==> config.mk <==
export PLATFORM = sky130hd
export DESIGN_NAME = gs_sweep_sequencer_flat
export DESIGN_NICKNAME = d
export VERILOG_FILES = /design/src/rtl/gs_pkg.sv /design/src/rtl/gs_sweep_sequencer_if.sv /design/src/rtl/gs_wb_delay.sv /design/src/rtl/gs_sweep_sequencer.sv /design/src/flat_wrapper.sv
export SDC_FILE = /design/constraint.sdc
export NUM_CORES = 1
export LEC_CHECK = 0
export BUFFER_PORTS_ARGS = -buffer_cell sky130_fd_sc_hd__buf_2
export CAP_MARGIN = 20
export CORE_ASPECT_RATIO = 1.2
export CORE_MARGIN = 3
export CORE_UTILIZATION = 45
export CTS_CLUSTER_SIZE = 10
export DETAILED_ROUTE_END_ITERATION = 12
export GPL_TIMING_DRIVEN = 0
export PLACE_DENSITY = 0.68
export SLEW_MARGIN = 20
export SYNTH_ARGS = -nofsm -noshare
export SYNTH_HDL_FRONTEND = slang
export SYNTH_SLANG_ARGS = --single-unit
export TNS_END_PERCENT = 30
==> constraint.sdc <==
create_clock -name clk -period 2.2 [get_ports clk]
set_clock_uncertainty 0.1 [all_clocks]
set_input_delay 0.22 -clock clk [delete_from_list [all_inputs] [get_ports clk]]
set_output_delay 0.22 -clock clk [all_outputs]
set_load 0.005 [all_outputs]
==> src/rtl/gs_pkg.sv <==
// Shared definitions for the Gauss-Seidel sweep sequencer slice.
// Contents:
//   gs_state_t   - sequencer FSM states
//   NBR_*        - bit positions inside the 6-bit neighbour mask
//   N_DEF/IDX_W_DEF - default vector length and index width
//   nbr_mask_f   - neighbour-valid mask for element i of an n-element vector
package gs_pkg;

  localparam int N_DEF     = 16;
  localparam int IDX_W_DEF = 4;

  typedef enum logic [2:0] {
    IDLE  = 3'd0,
    LOAD  = 3'd1,
    SWEEP = 3'd2,
    DRAIN = 3'd3,
    OUT   = 3'd4
  } gs_state_t;

  // Neighbour mask layout: even bits look forward, odd bits look back.
  localparam int NBR_W  = 6;
  localparam int NBR_P1 = 0;  // i+1
  localparam int NBR_M1 = 1;  // i-1
  localparam int NBR_P2 = 2;  // i+2
  localparam int NBR_M2 = 3;  // i-2
  localparam int NBR_P3 = 4;  // i+3
  localparam int NBR_M3 = 5;  // i-3

  // A neighbour is valid when its index stays inside 0..n-1, so the
  // computation unit zeroes coefficients at the vector edges from this mask.
  function automatic logic [NBR_W-1:0] nbr_mask_f(input int i, input int n);
    logic [NBR_W-1:0] m;
    m         = '0;
    m[NBR_P1] = (i + 1 <= n - 1);
    m[NBR_M1] = (i - 1 >= 0);
    m[NBR_P2] = (i + 2 <= n - 1);
    m[NBR_M2] = (i - 2 >= 0);
    m[NBR_P3] = (i + 3 <= n - 1);
    m[NBR_M3] = (i - 3 >= 0);
    return m;
  endfunction

endpackage

==> src/rtl/gs_sweep_sequencer_if.sv <==
// Bus between the sweep sequencer and the solver datapath.
// Handshake semantics: there is no back-pressure. in_en is a one-cycle
// valid for a b sample (b_wr_en/b_wr_idx echo it the same cycle),
// issue_valid marks the single cycle in which the computation unit takes
// an operand set, wb_en marks the single cycle a result is written back,
// and out_valid marks each cycle x_out carries final result out_idx.
// Modports:
//   master - sequencer side (drives everything except in_en)
//   slave  - datapath / host side
// dbg_state exposes the sequencer FSM state for checkers.
interface gs_sweep_sequencer_if
  import gs_pkg::*;
#(
  parameter int IDX_W = IDX_W_DEF,
  parameter int IT_W  = 6
);

  logic             in_en;
  logic             b_wr_en;
  logic [IDX_W-1:0] b_wr_idx;
  logic             issue_valid;
  logic [IDX_W-1:0] rd_idx;
  logic [NBR_W-1:0] nbr_mask;
  logic             fwd_sel;
  logic             wb_en;
  logic [IDX_W-1:0] wb_idx;
  logic [IT_W-1:0]  iter_cnt;
  logic             out_valid;
  logic [IDX_W-1:0] out_idx;
  logic             busy;
  logic             done;
  gs_state_t        dbg_state;

  modport master (
    input  in_en,
    output b_wr_en, b_wr_idx, issue_valid, rd_idx, nbr_mask, fwd_sel,
    output wb_en, wb_idx, iter_cnt, out_valid, out_idx, busy, done,
    output dbg_state
  );

  modport slave (
    output in_en,
    input  b_wr_en, b_wr_idx, issue_valid, rd_idx, nbr_mask, fwd_sel,
    input  wb_en, wb_idx, iter_cnt, out_valid, out_idx, busy, done,
    input  dbg_state
  );

endinterface

==> src/rtl/gs_wb_delay.sv <==
// Write-back delay line: DEPTH-stage shift register of {valid, idx} that
// mirrors the computation-unit latency, so an issued element reappears on
// the write-back port exactly DEPTH cycles later.
// Ports:
//   clk, rst_in        - clock, asynchronous active-high reset
//   flush              - synchronous clear of every stage (drops in-flight writes)
//   in_valid, in_idx   - issue slot entering the line
//   wb_valid, wb_idx   - oldest stage, i.e. the write-back for this cycle
module gs_wb_delay #(
  parameter int DEPTH = 1,
  parameter int IDX_W = 4
) (
  input  logic             clk,
  input  logic             rst_in,
  input  logic             flush,
  input  logic             in_valid,
  input  logic [IDX_W-1:0] in_idx,
  output logic             wb_valid,
  output logic [IDX_W-1:0] wb_idx
);

  logic [DEPTH-1:0] v_q;
  logic [IDX_W-1:0] idx_q [DEPTH];

  always_ff @(posedge clk or posedge rst_in) begin
    if (rst_in) begin
      v_q <= '0;
      for (int s = 0; s < DEPTH; s++) idx_q[s] <= '0;
    end else if (flush) begin
      v_q <= '0;
      for (int s = 0; s < DEPTH; s++) idx_q[s] <= '0;
    end else begin
      v_q[0]   <= in_valid;
      idx_q[0] <= in_idx;
      for (int s = 1; s < DEPTH; s++) begin
        v_q[s]   <= v_q[s-1];
        idx_q[s] <= idx_q[s-1];
      end
    end
  end

  assign wb_valid = v_q[DEPTH-1];
  assign wb_idx   = idx_q[DEPTH-1];

endmodule

==> src/rtl/gs_sweep_sequencer.sv <==
// Control FSM for the Gauss-Seidel iterative solver.
// Loads N b samples, then runs RUN full sweeps issuing one element every
// PIPE_LAT cycles to the pipelined computation unit, waits for the last
// write-back, streams the N results and pulses done.
// Ports:
//   clk     - clock
//   rst_in  - asynchronous active-high reset
//   bus     - gs_sweep_sequencer_if.master: load echo, issue/neighbour mask,
//             forwarding select, write-back, iteration count, result stream,
//             busy/done and FSM debug state
// A new in_en while sweeping, draining or outputting aborts the run and
// starts a fresh load with that sample as b[0].
module gs_sweep_sequencer
  import gs_pkg::*;
#(
  parameter int N        = N_DEF,
  parameter int RUN      = 50,
  parameter int PIPE_LAT = 1,
  parameter int IDX_W    = IDX_W_DEF,
  parameter int IT_W     = 6
) (
  input  logic                clk,
  input  logic                rst_in,
  gs_sweep_sequencer_if.master bus
);

  localparam logic [IDX_W-1:0] IDX_MAX   = IDX_W'(N - 1);
  localparam logic [IDX_W-1:0] IDX_ONE   = IDX_W'(1);
  localparam logic [1:0]       SLOT_MAX  = 2'(PIPE_LAT - 1);
  localparam logic [IT_W-1:0]  ITER_LAST = IT_W'(RUN - 1);

  gs_state_t        state;
  logic [IDX_W-1:0] load_cnt;
  logic [IDX_W-1:0] rd_idx;
  logic [IDX_W-1:0] out_idx;
  logic [1:0]       slot_cnt;
  logic [1:0]       drain_cnt;
  logic [IT_W-1:0]  iter_cnt;

  logic             abort;
  logic             issue;
  logic             wb_valid;
  logic [IDX_W-1:0] wb_idx;

  // Abort and the forced-low outputs must act in the same cycle as in_en,
  // hence these are decoded combinationally from the registered state.
  always_comb begin
    abort = 1'b0;
    issue = 1'b0;
    if (state == SWEEP || state == DRAIN || state == OUT) abort = bus.in_en;
    if (state == SWEEP && slot_cnt == 2'd0)                issue = !bus.in_en;
  end

  gs_wb_delay #(
    .DEPTH (PIPE_LAT),
    .IDX_W (IDX_W)
  ) u_wb_delay (
    .clk      (clk),
    .rst_in   (rst_in),
    .flush    (abort),
    .in_valid (issue),
    .in_idx   (rd_idx),
    .wb_valid (wb_valid),
    .wb_idx   (wb_idx)
  );

  always_ff @(posedge clk or posedge rst_in) begin
    if (rst_in) begin
      state     <= IDLE;
      load_cnt  <= '0;
      rd_idx    <= '0;
      out_idx   <= '0;
      slot_cnt  <= '0;
      drain_cnt <= '0;
      iter_cnt  <= '0;
    end else if (abort) begin
      // The aborting sample is stored as b[0], so the count resumes at 1.
      state     <= LOAD;
      load_cnt  <= IDX_ONE;
      rd_idx    <= '0;
      out_idx   <= '0;
      slot_cnt  <= '0;
      drain_cnt <= '0;
      iter_cnt  <= '0;
    end else begin
      unique case (state)
        IDLE, LOAD: begin
          if (bus.in_en) begin
            iter_cnt <= '0;
            if (load_cnt == IDX_MAX) begin
              state    <= SWEEP;
              load_cnt <= '0;
              rd_idx   <= '0;
              slot_cnt <= '0;
            end else begin
              state    <= LOAD;
              load_cnt <= load_cnt + IDX_ONE;
            end
          end
        end
        SWEEP: begin
          // rd_idx is held for the whole issue slot and steps at its end.
          if (slot_cnt == SLOT_MAX) begin
            slot_cnt <= '0;
            if (rd_idx == IDX_MAX) begin
              rd_idx   <= '0;
              iter_cnt <= iter_cnt + IT_W'(1);
              if (iter_cnt == ITER_LAST) begin
                state     <= DRAIN;
                drain_cnt <= '0;
              end
            end else begin
              rd_idx <= rd_idx + IDX_ONE;
            end
          end else begin
            slot_cnt <= slot_cnt + 2'd1;
          end
        end
        DRAIN: begin
          // PIPE_LAT cycles covers the last element's write-back.
          if (drain_cnt == SLOT_MAX) begin
            state   <= OUT;
            out_idx <= '0;
          end else begin
            drain_cnt <= drain_cnt + 2'd1;
          end
        end
        OUT: begin
          if (out_idx == IDX_MAX) begin
            state   <= IDLE;
            out_idx <= '0;
          end else begin
            out_idx <= out_idx + IDX_ONE;
          end
        end
        default: state <= IDLE;
      endcase
    end
  end

  always_comb begin
    bus.b_wr_en     = bus.in_en;
    bus.b_wr_idx    = (state == IDLE || state == LOAD) ? load_cnt : '0;
    bus.issue_valid = issue;
    bus.rd_idx      = rd_idx;
    bus.nbr_mask    = issue ? nbr_mask_f(int'(rd_idx), N) : '0;
    // Issue spacing equals the unit latency, so x_{i-1} is on the
    // write-back bus in the very cycle element i is issued.
    bus.fwd_sel     = issue && wb_valid && (wb_idx == rd_idx - IDX_ONE) &&
                      (rd_idx != '0);
    bus.wb_en       = wb_valid;
    bus.wb_idx      = wb_idx;
    bus.iter_cnt    = iter_cnt;
    bus.out_valid   = (state == OUT) && !bus.in_en;
    bus.out_idx     = out_idx;
    bus.done        = (state == OUT) && !bus.in_en && (out_idx == IDX_MAX);
    bus.busy        = (state != IDLE);
    bus.dbg_state   = state;
  end

endmodule

==> src/flat_wrapper.sv <==
// flat-port wrapper written by rule: the top's interface ports become plain ports
module gs_sweep_sequencer_flat import gs_pkg::*;
#(
  parameter int N        = N_DEF,
  parameter int RUN      = 50,
  parameter int PIPE_LAT = 1,
  parameter int IDX_W    = IDX_W_DEF,
  parameter int IT_W     = 6
)
  (clk, rst_in, bus_in_en, bus_b_wr_en, bus_b_wr_idx, bus_issue_valid, bus_rd_idx, bus_nbr_mask, bus_fwd_sel, bus_wb_en, bus_wb_idx, bus_iter_cnt, bus_out_valid, bus_out_idx, bus_busy, bus_done, bus_dbg_state);
  gs_sweep_sequencer_if #(.IDX_W(IDX_W), .IT_W(IT_W)) bus_i ();
  input  logic clk;
  input  logic rst_in;
  input wire logic [$bits(bus_i.in_en)-1:0] bus_in_en;
  output wire logic [$bits(bus_i.b_wr_en)-1:0] bus_b_wr_en;
  output wire logic [$bits(bus_i.b_wr_idx)-1:0] bus_b_wr_idx;
  output wire logic [$bits(bus_i.issue_valid)-1:0] bus_issue_valid;
  output wire logic [$bits(bus_i.rd_idx)-1:0] bus_rd_idx;
  output wire logic [$bits(bus_i.nbr_mask)-1:0] bus_nbr_mask;
  output wire logic [$bits(bus_i.fwd_sel)-1:0] bus_fwd_sel;
  output wire logic [$bits(bus_i.wb_en)-1:0] bus_wb_en;
  output wire logic [$bits(bus_i.wb_idx)-1:0] bus_wb_idx;
  output wire logic [$bits(bus_i.iter_cnt)-1:0] bus_iter_cnt;
  output wire logic [$bits(bus_i.out_valid)-1:0] bus_out_valid;
  output wire logic [$bits(bus_i.out_idx)-1:0] bus_out_idx;
  output wire logic [$bits(bus_i.busy)-1:0] bus_busy;
  output wire logic [$bits(bus_i.done)-1:0] bus_done;
  output wire logic [$bits(bus_i.dbg_state)-1:0] bus_dbg_state;
  assign bus_i.in_en = bus_in_en;
  assign bus_b_wr_en = bus_i.b_wr_en;
  assign bus_b_wr_idx = bus_i.b_wr_idx;
  assign bus_issue_valid = bus_i.issue_valid;
  assign bus_rd_idx = bus_i.rd_idx;
  assign bus_nbr_mask = bus_i.nbr_mask;
  assign bus_fwd_sel = bus_i.fwd_sel;
  assign bus_wb_en = bus_i.wb_en;
  assign bus_wb_idx = bus_i.wb_idx;
  assign bus_iter_cnt = bus_i.iter_cnt;
  assign bus_out_valid = bus_i.out_valid;
  assign bus_out_idx = bus_i.out_idx;
  assign bus_busy = bus_i.busy;
  assign bus_done = bus_i.done;
  assign bus_dbg_state = bus_i.dbg_state;
  gs_sweep_sequencer #(.N(N), .RUN(RUN), .PIPE_LAT(PIPE_LAT), .IDX_W(IDX_W), .IT_W(IT_W)) u_core (.clk(clk), .rst_in(rst_in), .bus(bus_i));
endmodule
==> results of run 1 <==
-- through the flow --
step | setup WS, ns | TNS [ns] | power [uW] | hold slack, ns | instance area (sq um)
6_report | 0.00378 | 0 | 1750 | 0.365 | 2340
2_1_floorplan | 0.297 | 0 | 1080 | 0.211 | 1860
3_3_place_gp | -0.0340 | -0.0340 | 1240 | 0.384 | 2120
3_5_place_dp | -0.0199 | -0.0199 | 1250 | 0.255 | 2120
5_1_grt | -0.0587 | -0.0775 | 1870 | 0.382 | 2340
4_1_cts | 0.00919 | 0 | 1740 | 0.354 | 2310
-- registers in the layout, indices dropped and copies added, names as in the netlist --
register	count
u_core.bus.iter_cnt	6
u_core.bus.out_idx	4
u_core.bus.rd_idx	4
u_core.load_cnt	4
u_core.u_wb_delay.wb_idx	4
u_core.bus.dbg_state	3
u_core.drain_cnt	2
u_core.slot_cnt	2
u_core.u_wb_delay.wb_valid	1
-- routing by layer --
| metal | routed length (um) | vias to the layer above | track usage |
|---|---|---|---|
| met5 | 0 | - | 0 |
| met4 | 97 | 0 | 0.0825 |
| met3 | 232 | 12 | 0.0457 |
| met2 | 2210 | 53 | 0.329 |
| met1 | 2010 | 864 | 0.239 |
| li1 | - | 852 | - |
-- cell type report --
class | instances | share of cell area
sequential | 30 | 0.322
timing repair buffer | 47 | 0.110
tap | 52 | 0.0278
buffer | 12 | 0.0331
multi-input combinational | 151 | 0.444
clock inverter | 1 | 0.00214
clock buffer | 7 | 0.0369
inverter | 15 | 0.0240
-- cell families (layout without fill, tap and decap cells) --
| logic type | after synthesis | in the layout | share of synthesized area |
|---|---|---|---|
| buffers and inverters | 27 | 82 | 0.0640 |
| adders and majority gates | 9 | 9 | 0.0606 |
| DFF | 30 | 30 | 0.404 |
| xor gates and xnor gates | 5 | 5 | 0.0236 |
| and+or+nand+nor | 77 | 77 | 0.239 |
| muxes | 2 | 2 | 0.0108 |
| AOI/OAI and AO/OA | 58 | 58 | 0.198 |
-- synth_stat cells, drive strengths merged, types with 3 or more instances --
cell type	instances	area share
nor2	9	0.018
and2	10	0.034
inv	15	0.030
nand2	16	0.032
dfrtp	30	0.40
nor4bb	3	0.016
a31oi	5	0.017
a22o	6	0.028
a21oi	12	0.032
nand3b	3	0.012
nor3	5	0.013
xnor2	3	0.014
o31ai	4	0.016
clkbuf	4	0.0081
nand3	14	0.038
buf	8	0.026
o21ai	19	0.051
nor3b	3	0.012
ha	9	0.061
-- power breakdown --
| group | switching [uW] | leakage [uW] | internal, uW | total, uW |
|---|---|---|---|---|
| clock network | 212 | 0.0000482 | 252 | 464 |
| registers | 92.5 | 0.000398 | 629 | 721 |
| logic | 287 | 0.000677 | 274 | 560 |
| total | 591 | 0.00112 | 1150 | 1750 |
-- critical path: stages (launching register included) --
cell	delay, ns
dfrtp_1	0.39
buf_6	0.14
or4b_4	0.53
buf_6	0.14
a31oi_4	0.14
and2_1	0.14
buf_2	0.11
-- how the worst max path moves through the flow --
stage	from	endpoint	slack, ns	cells past startpoint
floorplan	u_core.bus.dbg_state[0]	u_core.bus.iter_cnt[3]	0.30	5
global placement	u_core.bus.dbg_state[1]	bus_fwd_sel	-0.03	7
detailed placement	u_core.bus.dbg_state[1]	bus_fwd_sel	-0.02	7
CTS	u_core.bus.dbg_state[2]	bus_nbr_mask[0]	0.009	6
global route	u_core.bus.dbg_state[0]	bus_nbr_mask[0]	-0.06	6
finish	u_core.bus.dbg_state[0]	bus_nbr_mask[0]	0.004	6
-- what timing repair did --
| action | CTS | global route |
|---|---|---|
| endpoints found under the setup margin | 8 | 10 |
| buffers inserted | 6 | 1 |
| resized for setup | 11 | 6 |
| endpoints found under the hold margin | 30 | 0 |
| pin swaps | 3 | 2 |
| hold buffers | 1 | 0 |
==> impl_metrics.yaml, run 1 <==
yosys:
  seq_area_frac_synth: 0.404
  syn_area_sq_um: 1860
  synth_cells: 208
  syn_area_per_cell_sq_um: 8.93
  synth_ff_type: "dfrtp_1"
  synth.distinct_cells: 46
  synth-seq-cells: 30
  synth_nets: 220
  synth_warnings: 0
  synth_edf_count: 0
  ys_async_sr_fraction: 1.00
hold_path:
  min_to: "u_core.bus.out_idx[3]"
  hp-start: "bus_in_en"
  holdPathStages: 3
  hp-class: "in -> reg"
final_layout:
  multiInputGateArea_sq_um: 1040
  mostFrequentLayoutCell: "buf_2"
  drive_gt1_frac: 0.285
  nets: 274
  diodes: 0
  final-seq-area_sq_um: 753
  num-fill-cells: 356
  area_growth_syn_to_layout_pct: 26.1
  final_cell_mix: "buf_2 (41), dfrtp_1 (28), o21ai_0 (17)"
  instances_no_fill: 315
  final_util: 0.614
drt:
  num_vias: 1781
  dr.pass1.iters: 4
  antenna_left: 0
  initialDrtViolationCount: 106
  wl_um: 4550
  viasPerCell: 5.65
  drc: 0
  wire_per_inst_um: 14.4
job:
  drv_cap: 0
worst_setup_path:
  r2r-end: "u_core.bus.iter_cnt[3]"
  cp-end-kind: "output pin"
  crit_fanout: 6
  crit_required_ns: 1.88
  crit-reg2reg-launch: "u_core.bus.dbg_state[0]"
  critPathArrivalTime_ns: 1.88
  reg2reg_slack_ns: 0.10
  start_kind: "register"
  path_class: "reg -> out"
  r2r_cells: 6
power_and_ir_drop:
  vdd_drop_max_mv: 0.421
  power_density_nw_per_um2: 745
  p_leak_uw: 0.00112
global_route:
  grt_usage: 0.196
  grt_pass1_vias: 1722
  grt_pass1_wl_um: 7710
  overflow: 0
  grt_max_degree: 31
  antenna_found_initial: 0
timing:
  slew_viol_final: 0
  hold_violations: 0
  fmax_mhz: 455
  post-route-period-util: 0.998
  slew-limit-headroom: 0.563
  worst_pin_slew_ns: 0.655
  period_needed_ns: 2.20
  rsz0062_at_grt: "yes"
  setup-violations-final: 0
clock_tree:
  cts-buffers-inserted: 5
  h-tree-depth: 2
  clock_path_buffers: 2
  cts-root-buf: "clkbuf_8"
  path_clk_slew_ns: 0.07
  insertion_delay_ns: 0.29
  cts_tree: "built"
  clkSinkCount: 30
outcome:
  status: "completed"
floorplanning:
  coreArea_sq_um: 3810
  dieArea_sq_um: 4940
  fp-row-count: 24
  die_h_um: 76.4
  start_util: 0.487
  die_w_um: 64.7
  io_pins: 41
placement:
  gp_congestion: 0.924
  dp_hpwl_um: 3030
  placedCellCount: 299
  portBuffers: 39
Note: power is estimated with default switching activity, not from simulation.
==> run 2: changes to the inputs <==
Settings changed: PLACE_DENSITY 0.68 to 0.67, SYNTH_HIERARCHICAL set to 1.
==> impl_metrics.yaml, run 2 <==
outcome:
  status: "completed"
floorplanning:
  coreArea_sq_um: 4330
  start_util: 0.475
  dieArea_sq_um: 5420
  die_w_um: 67.7
  die_h_um: 80.1
  io_pins: 41
  fp-row-count: 26
yosys:
  synth_cells: 226
  seq_area_frac_synth: 0.365
  synth_commonest_cells: "dfrtp_1 (30), o21ai_0 (21), inv_1 (17), nand2_1 (17), ha_1 (16)"
  synth.top_cell.area_share: 0.365
  ys_async_sr_fraction: 1.00
  synth_most_common_cell: "dfrtp_1"
  synth.distinct_cells: 51
  synth_area_leader_cell: "dfrtp_1"
  syn_area_per_cell_sq_um: 9.10
  synth_nets: 245
  syn_area_sq_um: 2060
  synth_warnings: 6
  synth_ff_type: "dfrtp_1"
  yosys-top-cells-area: "dfrtp_1 (36%), ha_1 (9.7%), o21ai_0 (5.1%), inv_1 (3.1%), nand2_1 (3.1%)"
  synth_edf_count: 0
  synth-seq-cells: 30
clock_tree:
  cts-root-buf: "clkbuf_8"
  h-tree-depth: 2
  path_clk_slew_ns: 0.06
  clock_path_buffers: 2
  insertion_delay_ns: 0.28
  clkSinkCount: 30
  cts-buffers-inserted: 5
  cts_tree: "built"
worst_setup_path:
  r2r-end: "u_core/bus.iter_cnt[5]"
  crit-reg2reg-launch: "u_core/bus.rd_idx[0]"
  crit_required_ns: 1.88
  reg2reg_slack_ns: 0.19
  path_class: "reg -> out"
  cp-end-kind: "output pin"
  crit_fanout: 8
  critPathArrivalTime_ns: 1.86
  start_kind: "register"
  r2r_cells: 7
timing:
  fin_ws_ns: 0.0232
  rsz0062_at_grt: "yes"
  slew_viol_final: 0
  period_needed_ns: 2.18
  slew-limit-headroom: 0.644
  post-route-period-util: 0.989
  worst_pin_slew_ns: 0.526
  hold_violations: 0
  setup-tns-final_ns: 0
  fmax_mhz: 459
  setup-violations-final: 0
placement:
  dp_hpwl_um: 3510
  place_area_sq_um: 2320
  gp_congestion: 0.779
  dp_slack_ns: -0.143
  portBuffers: 39
final_layout:
  area_growth_syn_to_layout_pct: 24.8
  fin_area_sq_um: 2570
  diodes: 0
  largest_reg_flops: 6
  nets: 298
  final_cell_mix: "buf_2 (41), dfrtp_1 (29), o21ai_0 (20)"
  largest_register: "u_core/bus.iter_cnt"
  drive_gt1_frac: 0.279
  mostFrequentLayoutCell: "buf_2"
global_route:
  grt_max_degree: 26
  grt_pass1_vias: 1723
  grt_pass1_wl_um: 7890
  antenna_found_initial: 0
  overflow: 0
  grt_usage: 0.192
drt:
  dr.pass1.iters: 4
  wire_per_inst_um: 14.1
  initialDrtViolationCount: 58
  drc: 0
  num_vias: 1823
  viasPerCell: 5.43
  antenna_left: 0
  wl_um: 4730
power_and_ir_drop:
  swShare: 0.322
  switchingPower_uw: 725
  internal-power_uw: 1530
  vdd_drop_max_mv: 0.540
  p_leak_uw: 0.00125
  power.total_uw: 2250
  p_comb_frac: 0.368
  p_seq_frac: 0.329
  clockPowerShare: 0.304
  power_density_nw_per_um2: 878
job:
  drv_cap: 0
hold_path:
  hp-class: "in -> async"
run 2: cell types whose count changed in the layout (fill, tap and decap cells not counted), moves of 3 or more:
cell / change
nor2b_1: +7
ha_1: +6
nor2_1: +6
clkbuf_1: -4
a32oi_1: +3
and2_1: -3
nor3_1: -3
o21ai_0: +3
or3_1: +3
run 2: what timing repair did:
item | in CTS | in global routing
gates resized for setup | 9 | 4
buffers inserted | 2 | 3
pin swaps | 1 | 0
setup endpoints to repair | 3 | 5
hold endpoints to repair | 5 | 0
cloned | 0 | 0
hold buffers | 1 | 0
run 2: layout make-up:
cell class / count / area [sq um]
clock buffers: 6 / 82.6
plain buffers: 10 / 70.1
repair buffers: 46 / 258
inverters: 17 / 66.3
clock inverters: 2 / 60.1
well taps: 56 / 70.1
flip-flops and latches: 30 / 752
fillers: 395 / 1760
multi-input cells: 169 / 1210
run 2: power by group through the flow:
stage          Sequential (uW)  Combinational, uW  Clock (uW)
2_1_floorplan              741                520           0
3_3_place_gp               754                703           0
3_5_place_dp               758                722           0
4_1_cts                    741                793         706
5_1_grt                    752                939         730
6_report                   740                828         684
run 2: worst max-delay path by stage:
stage	slack [ns]	to	from	cells after the start
5_1_grt	-0.08	bus_fwd_sel	u_core/bus.rd_idx[2]	8
6_report	0.02	bus_fwd_sel	u_core/bus.rd_idx[2]	8
2_1_floorplan	0.27	bus_fwd_sel	u_core/bus.rd_idx[0]	6
4_1_cts	0.009	bus_fwd_sel	u_core/bus.rd_idx[0]	7
3_3_place_gp	-0.02	bus_fwd_sel	u_core/bus.rd_idx[0]	7
3_5_place_dp	-0.14	bus_fwd_sel	u_core/bus.rd_idx[0]	7
run 2: cells by family after synthesis:
| group | after synthesis | synth area share |
|---|---|---|
| buf+inv | 27 | 0.0620 |
| compound gates | 58 | 0.189 |
| flops | 30 | 0.365 |
| mux | 1 | 0.00487 |
| simple gates | 86 | 0.248 |
| xor+xnor | 8 | 0.0341 |
| fa+ha+maj | 16 | 0.0973 |
run 2: critical path, stage by stage, from the launching register on:
cell and delay [ns]:
dfrtp_1 0.40, buf_4 0.19, inv_1 0.12, ha_1 0.20, nand2_1 0.07, nand2_1 0.06, xnor2_1 0.14, nor4_2 0.23
buf_2 0.16
run 2: through the flow:
stage,cells,util,hold WS (ns)
floorplan,226,-,-0.101
global placement,321,0.537,0.0264
detailed placement,321,0.537,0.0299
CTS,332,0.582,0.276
global route,336,0.593,0.303
finish,336,0.593,0.281
run 2: layer usage:
layer	wire (um)	global-route usage	share of wire	up-vias
li1	-	-	-	908
met1	2020	0.225	0.43	872
met4	46	0.0669	0.0097	0
met2	2460	0.343	0.52	37
met3	206	0.0336	0.044	6
met5	0	0	0	-
